===== src/rtl/uart_pkg.sv =====
// Shared definitions for the parametrised UART receiver.
//   rx_state_t : receiver FSM states (also visible on the top's state_dbg port)
//   *_MIN/_MAX : legal ranges for DATA_BITS and OVERSAMPLE
//   majority3  : 2-of-3 vote used for the bit decision
package uart_pkg;

  typedef enum logic [2:0] {
    IDLE   = 3'd0,
    START  = 3'd1,
    DATA   = 3'd2,
    PARITY = 3'd3,
    STOP   = 3'd4
  } rx_state_t;

  localparam int DATA_BITS_MIN  = 5;
  localparam int DATA_BITS_MAX  = 9;
  localparam int OVERSAMPLE_MIN = 8;
  localparam int OVERSAMPLE_MAX = 32;

  function automatic logic majority3(input logic a, input logic b, input logic c);
    return (a & b) | (a & c) | (b & c);
  endfunction

endpackage


===== src/rtl/uart_rx_sampler.sv =====
// Front end of the UART receiver: rx synchroniser, oversampling tick counter
// and 3-sample majority vote.
//   clk, rst   : clock, synchronous active-high reset
//   en         : low clears the tick counter
//   baud_tick  : oversampling tick (one clk pulse, may be held high)
//   rx         : asynchronous serial line, idle high
//   idle       : FSM is in IDLE (counter held at 0)
//   start      : FSM is taking the start-edge tick this cycle
//   rx_s       : synchronised rx
//   bit_val    : majority value of the current bit (meaningful with bit_decide)
//   bit_decide : pulse on the tick where tick_cnt = OVERSAMPLE/2 + 1
//   bit_end    : pulse on the tick where tick_cnt = OVERSAMPLE - 1
module uart_rx_sampler
  import uart_pkg::*;
#(
  parameter int OVERSAMPLE = 16
) (
  input  logic clk,
  input  logic rst,
  input  logic en,
  input  logic baud_tick,
  input  logic rx,
  input  logic idle,
  input  logic start,
  output logic rx_s,
  output logic bit_val,
  output logic bit_decide,
  output logic bit_end
);

  localparam int TW = $clog2(OVERSAMPLE);
  localparam int M  = OVERSAMPLE / 2;
  localparam logic [TW-1:0] CNT_A    = TW'(M - 1);
  localparam logic [TW-1:0] CNT_B    = TW'(M);
  localparam logic [TW-1:0] CNT_DEC  = TW'(M + 1);
  localparam logic [TW-1:0] CNT_LAST = TW'(OVERSAMPLE - 1);

  logic          rx_meta;
  logic [TW-1:0] tick_cnt;
  logic          samp_a;
  logic          samp_b;

  // Both flops reset to the idle level so reset never looks like a start bit.
  always_ff @(posedge clk) begin
    if (rst) begin
      rx_meta <= 1'b1;
      rx_s    <= 1'b1;
    end else begin
      rx_meta <= rx;
      rx_s    <= rx_meta;
    end
  end

  // The start-edge tick counts as tick 0 of the start bit, so the counter
  // leaves IDLE already at 1.
  always_ff @(posedge clk) begin
    if (rst || !en) begin
      tick_cnt <= '0;
    end else if (idle) begin
      tick_cnt <= start ? TW'(1) : '0;
    end else if (baud_tick) begin
      tick_cnt <= (tick_cnt == CNT_LAST) ? '0 : tick_cnt + 1'b1;
    end
  end

  always_ff @(posedge clk) begin
    if (rst) begin
      samp_a <= 1'b1;
      samp_b <= 1'b1;
    end else if (!idle && baud_tick) begin
      if (tick_cnt == CNT_A) samp_a <= rx_s;
      if (tick_cnt == CNT_B) samp_b <= rx_s;
    end
  end

  // Third sample is taken live on the decision tick itself.
  assign bit_val    = majority3(samp_a, samp_b, rx_s);
  assign bit_decide = !idle && baud_tick && (tick_cnt == CNT_DEC);
  assign bit_end    = !idle && baud_tick && (tick_cnt == CNT_LAST);

endmodule


===== src/rtl/uart_rx_param.sv =====
// Parametrised UART receiver: oversampled, majority-voted, LSB-first.
//   clk, rst   : clock, synchronous active-high reset
//   en         : receiver enable, low forces IDLE
//   baud_tick  : oversampling tick at OVERSAMPLE x baud
//   rx         : asynchronous serial line, idle high
//   data_out   : last received payload, bit 0 = first data bit
//   data_valid : one-cycle frame-complete strobe
//   parity_err : parity mismatch of the last frame (held until next strobe)
//   frame_err  : a stop bit was sampled 0 (held until next strobe)
//   busy       : receiver is not in IDLE
//   state_dbg  : current FSM state
// Handshake: data_valid is a push-only strobe with no ready; data_out and the
// error flags are valid in the cycle data_valid is high and stay stable until
// the next strobe. The consumer must accept every strobe.
module uart_rx_param
  import uart_pkg::*;
#(
  parameter int DATA_BITS  = 8,
  parameter int OVERSAMPLE = 16,
  parameter int PARITY_EN  = 0,
  parameter int PARITY_ODD = 0,
  parameter int STOP_BITS  = 1
) (
  input  logic                 clk,
  input  logic                 rst,
  input  logic                 en,
  input  logic                 baud_tick,
  input  logic                 rx,
  output logic [DATA_BITS-1:0] data_out,
  output logic                 data_valid,
  output logic                 parity_err,
  output logic                 frame_err,
  output logic                 busy,
  output rx_state_t            state_dbg
);

  localparam int BW = $clog2(DATA_BITS);
  localparam logic [BW-1:0] BIT_LAST  = BW'(DATA_BITS - 1);
  localparam logic          STOP_LAST = (STOP_BITS == 2);
  localparam logic          PAR_ODD   = (PARITY_ODD != 0);

  rx_state_t            state, state_n;
  logic [BW-1:0]        bit_cnt, bit_cnt_n;
  logic [DATA_BITS-1:0] shift, shift_n;
  logic                 par_bad, par_bad_n;
  logic                 stop_bad, stop_bad_n;
  logic                 stop_cnt, stop_cnt_n;
  logic                 deliver;
  logic                 start_det;

  logic rx_s;
  logic bit_val;
  logic bit_decide;
  logic bit_end;

  uart_rx_sampler #(
    .OVERSAMPLE(OVERSAMPLE)
  ) u_sampler (
    .clk       (clk),
    .rst       (rst),
    .en        (en),
    .baud_tick (baud_tick),
    .rx        (rx),
    .idle      (state == IDLE),
    .start     (start_det),
    .rx_s      (rx_s),
    .bit_val   (bit_val),
    .bit_decide(bit_decide),
    .bit_end   (bit_end)
  );

  always_comb begin
    state_n    = state;
    bit_cnt_n  = bit_cnt;
    shift_n    = shift;
    par_bad_n  = par_bad;
    stop_bad_n = stop_bad;
    stop_cnt_n = stop_cnt;
    deliver    = 1'b0;
    start_det  = 1'b0;

    case (state)
      IDLE: begin
        if (baud_tick && !rx_s) begin
          start_det  = 1'b1;
          state_n    = START;
          bit_cnt_n  = '0;
          par_bad_n  = 1'b0;
          stop_bad_n = 1'b0;
          stop_cnt_n = 1'b0;
        end
      end
      START: begin
        // A start bit that votes high was noise: drop it without a strobe.
        if (bit_decide && bit_val) begin
          state_n = IDLE;
        end else if (bit_end) begin
          state_n   = DATA;
          bit_cnt_n = '0;
        end
      end
      DATA: begin
        if (bit_decide) shift_n[bit_cnt] = bit_val;
        if (bit_end) begin
          if (bit_cnt == BIT_LAST) begin
            state_n = (PARITY_EN != 0) ? PARITY : STOP;
          end else begin
            bit_cnt_n = bit_cnt + 1'b1;
          end
        end
      end
      PARITY: begin
        if (bit_decide && (bit_val != ((^shift) ^ PAR_ODD))) par_bad_n = 1'b1;
        if (bit_end) state_n = STOP;
      end
      STOP: begin
        if (bit_decide) begin
          if (!bit_val) stop_bad_n = 1'b1;
          // Leave mid-way through the last stop bit so a start edge that
          // follows with zero idle time is still caught.
          if (stop_cnt == STOP_LAST) begin
            deliver = 1'b1;
            state_n = IDLE;
          end
        end else if (bit_end) begin
          stop_cnt_n = 1'b1;
        end
      end
      default: state_n = IDLE;
    endcase

    // Disable wins over any tick arriving in the same cycle.
    if (!en) begin
      state_n    = IDLE;
      bit_cnt_n  = '0;
      par_bad_n  = 1'b0;
      stop_bad_n = 1'b0;
      stop_cnt_n = 1'b0;
      deliver    = 1'b0;
      start_det  = 1'b0;
    end
  end

  always_ff @(posedge clk) begin
    if (rst) begin
      state      <= IDLE;
      bit_cnt    <= '0;
      shift      <= '0;
      par_bad    <= 1'b0;
      stop_bad   <= 1'b0;
      stop_cnt   <= 1'b0;
      data_out   <= '0;
      data_valid <= 1'b0;
      parity_err <= 1'b0;
      frame_err  <= 1'b0;
    end else begin
      state      <= state_n;
      bit_cnt    <= bit_cnt_n;
      shift      <= shift_n;
      par_bad    <= par_bad_n;
      stop_bad   <= stop_bad_n;
      stop_cnt   <= stop_cnt_n;
      data_valid <= deliver;
      if (deliver) begin
        data_out   <= shift;
        parity_err <= par_bad;
        frame_err  <= stop_bad_n;
      end
    end
  end

  assign busy      = (state != IDLE);
  assign state_dbg = state;

endmodule


===== config.mk =====
export PLATFORM = sky130hd
export DESIGN_NAME = uart_rx_param
export DESIGN_NICKNAME = d
export VERILOG_FILES = /design/src/rtl/uart_pkg.sv /design/src/rtl/uart_rx_sampler.sv /design/src/rtl/uart_rx_param.sv
export SDC_FILE = /design/constraint.sdc
export NUM_CORES = 1
export LEC_CHECK = 0
export ABC_AREA = 1
export CELL_PAD_IN_SITES_DETAIL_PLACEMENT = 0
export CELL_PAD_IN_SITES_GLOBAL_PLACEMENT = 1
export CORE_AREA = 2 2 66 92
export CTS_CLUSTER_SIZE = 14
export DETAILED_ROUTE_END_ITERATION = 8
export DIE_AREA = 0 0 68 94
export PLACE_DENSITY_LB_ADDON = 0.1
export SLEW_MARGIN = 0
export SYNTH_ARGS = -nofsm -noshare
export SYNTH_HDL_FRONTEND = slang
export SYNTH_SLANG_ARGS = --single-unit

===== constraint.sdc =====
create_clock -name clk -period 1.6 [get_ports clk]
set_input_delay 0.16 -clock clk [delete_from_list [all_inputs] [get_ports clk]]
set_output_delay 0.16 -clock clk [all_outputs]
set_load 0.05 [all_outputs]

==> key figures, run 1 <==
Placed design
  – Count of buffers from port buffering: 19
  – RePlAce Congestion: 0.836
  – Cells after DPL: 378
  – Detailed Place HPWL: roughly 3500 um

Critical path
  – Crit path top cell by count: buf_4
  – CP max stage cell: dfxtp_4
  – Worst setup EP type: flop
  – CP arrival: 1.70 ns
  – Crit path max-delay family: simple AND/OR/NAND/NOR gates
  – Path type of the worst setup path: flop to flop
  – Worst-path cell chain: inv_4 -> ha_4 -> inv_2 -> nor2_1 -> buf_4 -> nand2_4 -> nor3_4 -> buf_4 -> nand2_2 -> nand2_1 -> a21oi_1
  – Worst Path Buf+Inv: 4
  – CP peak stage delay: 0.37 ns
  – Critical-path maximum fanout: 4
  – Crit path required time: 1.79 ns
  – Setup crit start kind: flop

Global routing
  – Initial antenna violation count: 0
  – Gr ovfl total: 0
  – All-Layer GR Usage: 0.155
  – Vias in the first global route: around 1700
  – Global-route wire length before repair: 7470 um
  – Pin count of the biggest net entering global routing: 18

Flow run
  – Max-cap viol count: 0

Detailed routing
  – Number of DRC markers in iteration 0: 82
  – First-pass DRT Iterations: 4
  – Metal2 WL: roughly 2300 um
  – Vias after detailed routing: 1762
  – Final antenna-violating net count: 0
  – DR vias/cell: 4.54
  – Highest routed layer: met4
  – Per-cell routed wire length: 11.7 um
  – DRC: 0
  – M1 wire length: 1990 um
  – Post-Route WL: about 4500 um
  – Met3 wire len: 133 um

Die
  – Die height: roughly 94 um
  – Rows: 32
  – Initial Utilization: 0.342
  – IO Count: 20
  – Die width: slightly below 70 um
  – Die ar.: 6390 um2
  – Core ar.: 5530 um2

Final layout
  – Ant. Diodes: 0
  – Area grow syn2layout: 30.7%
  – FILL cells: 593
  – Layout cell share with drive strength beyond 1: 0.272
  – Fin util: 0.447
  – Fin nets: 329
  – Post-route insts no fill: 388

STA
  – Max Freq: 661 MHz
  – Skew final: between 0.01 and 0.015 ns
  – Final setup viols: 0
  – Max-slew violations: 0
  – Final Hold Viols: 0
  – Slew HR: 0.752
  – Period utilization: 0.945
  – RSZ-0062 raised after global routing: true
  – Worst-margin pin slew: 0.369 ns
  – Minimum clock period: roughly 1.5 ns

Status
  – Status: completed

Synth
  – Mapped Cells: between 200 and 300
  – Mapped cell area: 1890 um2
  – Syn_area_per_cell: 6.87 um2
  – Number of synthesized flops with an enable pin: 0
  – Synth cell types: 31
  – Register bit total from synthesis: 36
  – Yosys warnings: 0
  – Top_reg_cell synth: dfxtp_1
  – Sequential-to-total area share from yosys stat: 0.382
  – Async SR Flop Fraction: 0
  – Syn nets: ~290

Clock network
  – Worst-Skew Late Latency: approximately 0.29 ns
  – H-tree depth: 2
  – CTS Buf Count: 5
  – CTS max path bufs: 2
  – Worst-path clk slew: 0.08 ns
  – # hold bufs at CTS: 0
  – CTS Sinks: 36
  – CTS tree: yes
  – Clk root buf: clkbuf_8

Pwr
  – VDD IR-drop max: 557 uV
  – Lkg Pwr: 1.11 nW
  – Pwr per Cell Area: 856 nW/um2

Hold path
  – Worst hold path class: flop to flop
## cells in the mapped netlist (2+ instances only)
| cell type | instances | share of area |
|---|---|---|
| xor2_1 | 4 | 0.019 |
| o21ai_0 | 8 | 0.021 |
| nand3_1 | 17 | 0.045 |
| xnor2_1 | 2 | 0.0093 |
| ha_1 | 5 | 0.033 |
| nand4_1 | 3 | 0.0099 |
| inv_2 | 5 | 0.0099 |
| nand2_2 | 2 | 0.0066 |
| dfxtp_1 | 36 | 0.38 |
| nand2_1 | 60 | 0.12 |
| nor2_1 | 48 | 0.095 |
| nor3_1 | 3 | 0.0079 |
| inv_4 | 2 | 0.0066 |
| a21oi_1 | 14 | 0.037 |
| or2_2 | 2 | 0.0066 |
| nor3b_1 | 2 | 0.0079 |
| inv_1 | 33 | 0.066 |
| o21ai_1 | 10 | 0.027 |
| nor2_2 | 5 | 0.017 |
| nand2_4 | 3 | 0.018 |
## layout by cell type, fill, tap and decap left out, drive strengths merged, types with 2 or more instances in the layout
master         instances
a21oi                 15
buf                   35
clkbuf                 5
clkdlybuf4s50          4
clkinv                 3
dfxtp                 36
ha                     5
inv                   40
nand2                 65
nand3                 18
nand4                  5
nor2                  53
nor3                   4
nor3b                  2
o21ai                 18
or2                    2
xnor2                  2
xor2                   4
## worst paths after layout
kind | slack, ns | endpoint | depth (start not counted) | from
hold / removal | 0.41 | u_sampler.rx_s | 1 | u_sampler.rx_meta
setup / recovery | 0.09 | shift[7] | 11 | u_sampler.tick_cnt[1]
setup reg to reg | 0.09 | shift[7] | 11 | u_sampler.tick_cnt[1]
hold reg to reg | 0.41 | u_sampler.rx_s | 1 | u_sampler.rx_meta
## sequential cells by signal, indices dropped and copies added, names as in the netlist, 3 cells and up
name and count:
data_out 8, bit_cnt 3, u_sampler.tick_cnt 4, shift 8, state_dbg 3
## cells by family (layout without fill, tap and decap cells)
family | Yosys count | count (layout) | synth area share
compound gates | 37 | 37 | 0.106
flops | 36 | 36 | 0.382
simple gates | 148 | 149 | 0.359
xor+xnor | 6 | 6 | 0.0278
fa+ha+maj | 5 | 5 | 0.0331
buf+inv | 43 | 87 | 0.0928
## through the flow
| stage | instance area [um2] | setup TNS [ns] | power (W) | hold slack [ns] | worst slack [ns] |
|---|---|---|---|---|---|
| 2_1_floorplan | 1900 | 0 | 0.00129 | 0.229 | 0.0500 |
| 3_3_place_gp | 2270 | -1.03 | 0.00146 | 0.405 | -0.0946 |
| 3_5_place_dp | 2270 | -1.31 | 0.00145 | 0.407 | -0.110 |
| 4_1_cts | 2360 | 0 | 0.00212 | 0.422 | 0.00379 |
| 5_1_grt | 2470 | -0.0502 | 0.00224 | 0.435 | -0.0153 |
| 6_report | 2470 | 0 | 0.00211 | 0.414 | 0.0879 |
## area by class of cell
cell class | count | area (um2) | share of cell area
Sequential cell | 36 | 741 | 0.300
Clock buffer | 5 | 68.8 | 0.0279
Multi-Input combinational cell | 197 | 1080 | 0.436
Clock inverter | 3 | 18.8 | 0.00760
Inverter | 40 | 163 | 0.0659
Tap cell | 68 | 85.1 | 0.0345
Timing Repair Buffer | 39 | 315 | 0.128
## where the power goes
part           internal [W]  switching (W)  total, W
sequential         0.000919      0.0000333  0.000952
clock              0.000304       0.000353  0.000656
combinational      0.000187       0.000318  0.000504
total               0.00141       0.000704   0.00211
## repair_timing
action / 4_1_cts / 5_1_grt
resized for setup: 1 / 27
gates cloned: 0 / 1
setup endpoints to repair: 3 / 25
setup buffers: 0 / 1
pin swaps: 0 / 13
## metal layers
metal	up-vias	global-route usage
met2	27	0.280
li1	960	-
met5	-	0
met3	5	0.0324
met1	770	0.172
met4	0	0.0600
Power figures use the tool's default switching activity.
==> inputs of run 2 (changes only) <==
--- a/config.mk
+++ b/config.mk
@@ -6,12 +6,14 @@
 export NUM_CORES = 1
 export LEC_CHECK = 0
 export ABC_AREA = 1
+export CAP_MARGIN = 10
 export CELL_PAD_IN_SITES_DETAIL_PLACEMENT = 0
 export CELL_PAD_IN_SITES_GLOBAL_PLACEMENT = 1
 export CORE_AREA = 2 2 66 92
-export CTS_CLUSTER_SIZE = 14
+export CTS_CLUSTER_SIZE = 24
 export DETAILED_ROUTE_END_ITERATION = 8
 export DIE_AREA = 0 0 68 94
+export MAX_ROUTING_LAYER = met4
 export PLACE_DENSITY_LB_ADDON = 0.1
 export SLEW_MARGIN = 0
 export SYNTH_ARGS = -nofsm -noshare
==> run 2 against run 1 <==
Net effect:
- die area stayed put
- combinational power barely moved
- first-iteration DRC count up 4.9%
- power hardly changed
- global-route usage is 0.40 points higher
- cell count unchanged
- clock skew about the same
- largest cell class unchanged
- highest routed layer unchanged
==> key figures, run 2 (synthesis gave the netlist of run 1 again) <==
Status
  – Status: completed (unchanged)

STA
  – Post-Route Setup TNS: 0 ns (unchanged)
  – Period utilization: 0.944 (was 0.945)
  – Final setup viols: 0 (unchanged)
  – Max-slew violations: 0 (unchanged)
  – Slew HR: 0.752 (unchanged)
  – Minimum clock period: 1.51 ns (about the same)
  – Final Hold Viols: 0 (unchanged)
  – Skew final: 0.0125 ns (about the same)
  – Hold WS: 0.414 ns (about the same)
  – Max Freq: 662 MHz (was 661 MHz)
  – RSZ-0062 raised after global routing: true (unchanged)
  – Worst-margin pin slew: 0.369 ns (unchanged)

Final layout
  – Ant. Diodes: 0 (unchanged)
  – Area grow syn2layout: 30.7% (unchanged)
  – Most common cell after layout, fill and taps aside: nand2_1 (unchanged)
  – Commonest non-fill, non-tap cells in the layout: nand2_1 (57), nor2_1 (47), buf_4 (34), inv_1 (31), dfxtp_1 (30) (unchanged)
  – Fin nets: 329 (unchanged)
  – Biggest regs: data_out: 8 flops, shift: 8 flops, u_sampler.tick_cnt: 4 flops (unchanged)
  – Post-route insts no fill: 388 (unchanged)
  – Layout cell share with drive strength beyond 1: 0.272 (unchanged)
  – Final Instance Area: 2470 um2 (unchanged)

Pwr
  – Power share of the clock group: 0.311 (about the same)
  – Pwr per Cell Area: 856 nW/um2 (about the same)
  – Lkg Pwr: 1.11 nW (unchanged)
  – VDD IR-drop max: 557 uV (about the same)
  – Sw power: 0.000703 W (was 0.000704 W)
  – Internal power: 0.00141 W (unchanged)
  – Sw frac: 0.333 (about the same)
  – Sequential Power Share: 0.451 (about the same)
  – Gate power share: 0.239 (about the same)

Clock network
  – Worst-Skew Late Latency: 0.29 ns (about the same)
  – CTS tree: yes (unchanged)
  – H-tree depth: 2 (unchanged)
  – CTS Buf Count: 5 (unchanged)
  – CTS Sinks: 36 (unchanged)
  – # hold bufs at CTS: 0 (unchanged)
  – Worst-path clk slew: 0.08 ns (about the same)
  – Clk root buf: clkbuf_8 (unchanged)
  – CTS max path bufs: 2 (unchanged)

Die
  – Core ar.: 5530 um2 (unchanged)
  – Rows: 32 (unchanged)
  – Initial Utilization: 0.342 (unchanged)
  – Die height: 94 um (unchanged)
  – Die width: 68 um (unchanged)
  – IO Count: 20 (unchanged)
  – Die ar.: 6390 um2 (unchanged)

Critical path
  – Reg2reg end: shift[7] (unchanged)
  – R2R depth: 11 (unchanged)
  – R2R Path Start: u_sampler.tick_cnt[1] (unchanged)
  – Path type of the worst setup path: flop to flop (unchanged)
  – Crit path required time: 1.79 ns (about the same)
  – Critical-path maximum fanout: 4 (unchanged)
  – Worst setup EP type: flop (unchanged)
  – R2r setup slk: 0.09 ns (about the same)
  – Setup crit start kind: flop (unchanged)
  – CP arrival: 1.70 ns (about the same)

Hold path
  – Worst hold path class: flop to flop (unchanged)
  – Worst hold stages: 1 (unchanged)
  – WHS Endpoint: u_sampler.rx_s (unchanged)
  – Startpoint of the worst hold path: u_sampler.rx_meta (unchanged)

Flow run
  – Max-cap viol count: 0 (unchanged)

Detailed routing
  – Vias after detailed routing: 1763 (was 1762)
  – Number of DRC markers in iteration 0: 86 (was 82)
  – DR vias/cell: 4.54 (about the same)
  – Post-Route WL: 4540 um (was 4550 um)
  – First-pass DRT Iterations: 4 (unchanged)
  – Final antenna-violating net count: 0 (unchanged)
  – DRC: 0 (unchanged)
  – Per-cell routed wire length: 11.7 um (about the same)

Global routing
  – All-Layer GR Usage: 0.159 (was 0.155)
  – Gr ovfl total: 0 (unchanged)
  – Initial antenna violation count: 0 (unchanged)
  – Vias in the first global route: 1684 (was 1683)
  – Pin count of the biggest net entering global routing: 18 (unchanged)
  – Global-route wire length before repair: 7470 um (about the same)

Placed design
  – Count of buffers from port buffering: 19 (unchanged)
  – Detailed Place HPWL: 3470 um (unchanged)
  – Area after DPL: 2270 um2 (unchanged)
  – Cells after DPL: 378 (unchanged)
  – RePlAce Congestion: 0.849 (was 0.836)
-- run 2: cell counts in the layout (fill, tap and decap cells not counted) --
No cell type changed its count.
-- run 2: worst max-delay path by stage --
stage	from	to	slack [ns]	cells past startpoint
global placement	baud_tick	data_out[0]	-0.09	9
floorplan	state_dbg[1]	data_out[3]	0.05	10
global route	u_sampler.tick_cnt[1]	shift[7]	-0.02	11
detailed placement	baud_tick	parity_err	-0.11	9
finish	u_sampler.tick_cnt[1]	shift[7]	0.09	11
CTS	bit_cnt[0]	bit_cnt[2]	0.004	8
-- run 2: metrics by stage --
step                       util  setup slack, ns  total power, W
final                     0.447           0.0891         0.00211
after global routing      0.447          -0.0153         0.00224
after CTS                 0.428          0.00379         0.00212
after detailed placement  0.411           -0.110         0.00145
after global placement    0.411          -0.0946         0.00146
after floorplan               -           0.0500         0.00129
-- run 2: per-layer routing --
| layer | global-route usage | vias up | part of all wire |
|---|---|---|---|
| li1 | - | 961 | - |
| met1 | 0.172 | 768 | 0.43 |
| met2 | 0.280 | 29 | 0.52 |
| met3 | 0.0324 | 5 | 0.035 |
| met4 | 0.0600 | 0 | 0.016 |
| met5 | - | - | 0 |
-- run 2: worst max-delay path: stages (launching register included) --
cell,delay [ns]
dfxtp_4,0.37
inv_4,0.06
ha_4,0.11
inv_2,0.02
nor2_1,0.07
buf_4,0.14
nand2_4,0.07
nor3_4,0.24
buf_4,0.17
nand2_2,0.04
nand2_1,0.05
a21oi_1,0.06
-- run 2: power groups by stage --
stage          Clock, W  Sequential (W)  Combinational [W]
3_3_place_gp          0        0.000971           0.000485
4_1_cts        0.000687        0.000950           0.000488
6_report       0.000656        0.000952           0.000504
5_1_grt        0.000725        0.000957           0.000554
2_1_floorplan         0        0.000999           0.000294
3_5_place_dp          0        0.000971           0.000482
-- run 2: what timing repair did --
| item | CTS | global route |
|---|---|---|
| endpoints found under the setup margin | 3 | 25 |
| pin swaps | 0 | 13 |
| setup buffers | 0 | 1 |
| resized for setup | 1 | 27 |
| gates cloned | 0 | 1 |
-- run 2: final cells by class --
| cell class | instances | area, um2 |
|---|---|---|
| Clock inverter | 3 | 18.8 |
| Timing Repair Buffer | 39 | 315 |
| Fill cell | 593 | 3060 |
| Inverter | 40 | 163 |
| Tap cell | 68 | 85.1 |
| Sequential cell | 36 | 741 |
| Multi-Input combinational cell | 197 | 1080 |
| Clock buffer | 5 | 68.8 |
==> inputs of run 3 (changes only) <==
--- a/config.mk
+++ b/config.mk
@@ -13,6 +13,7 @@
 export CTS_CLUSTER_SIZE = 24
 export DETAILED_ROUTE_END_ITERATION = 8
 export DIE_AREA = 0 0 68 94
+export HOLD_SLACK_MARGIN = 0.06
 export MAX_ROUTING_LAYER = met4
 export PLACE_DENSITY_LB_ADDON = 0.1
 export SLEW_MARGIN = 0
==> results of run 3 <==
Same layout as run 2: the final DEF is identical, and so are final timing and power.
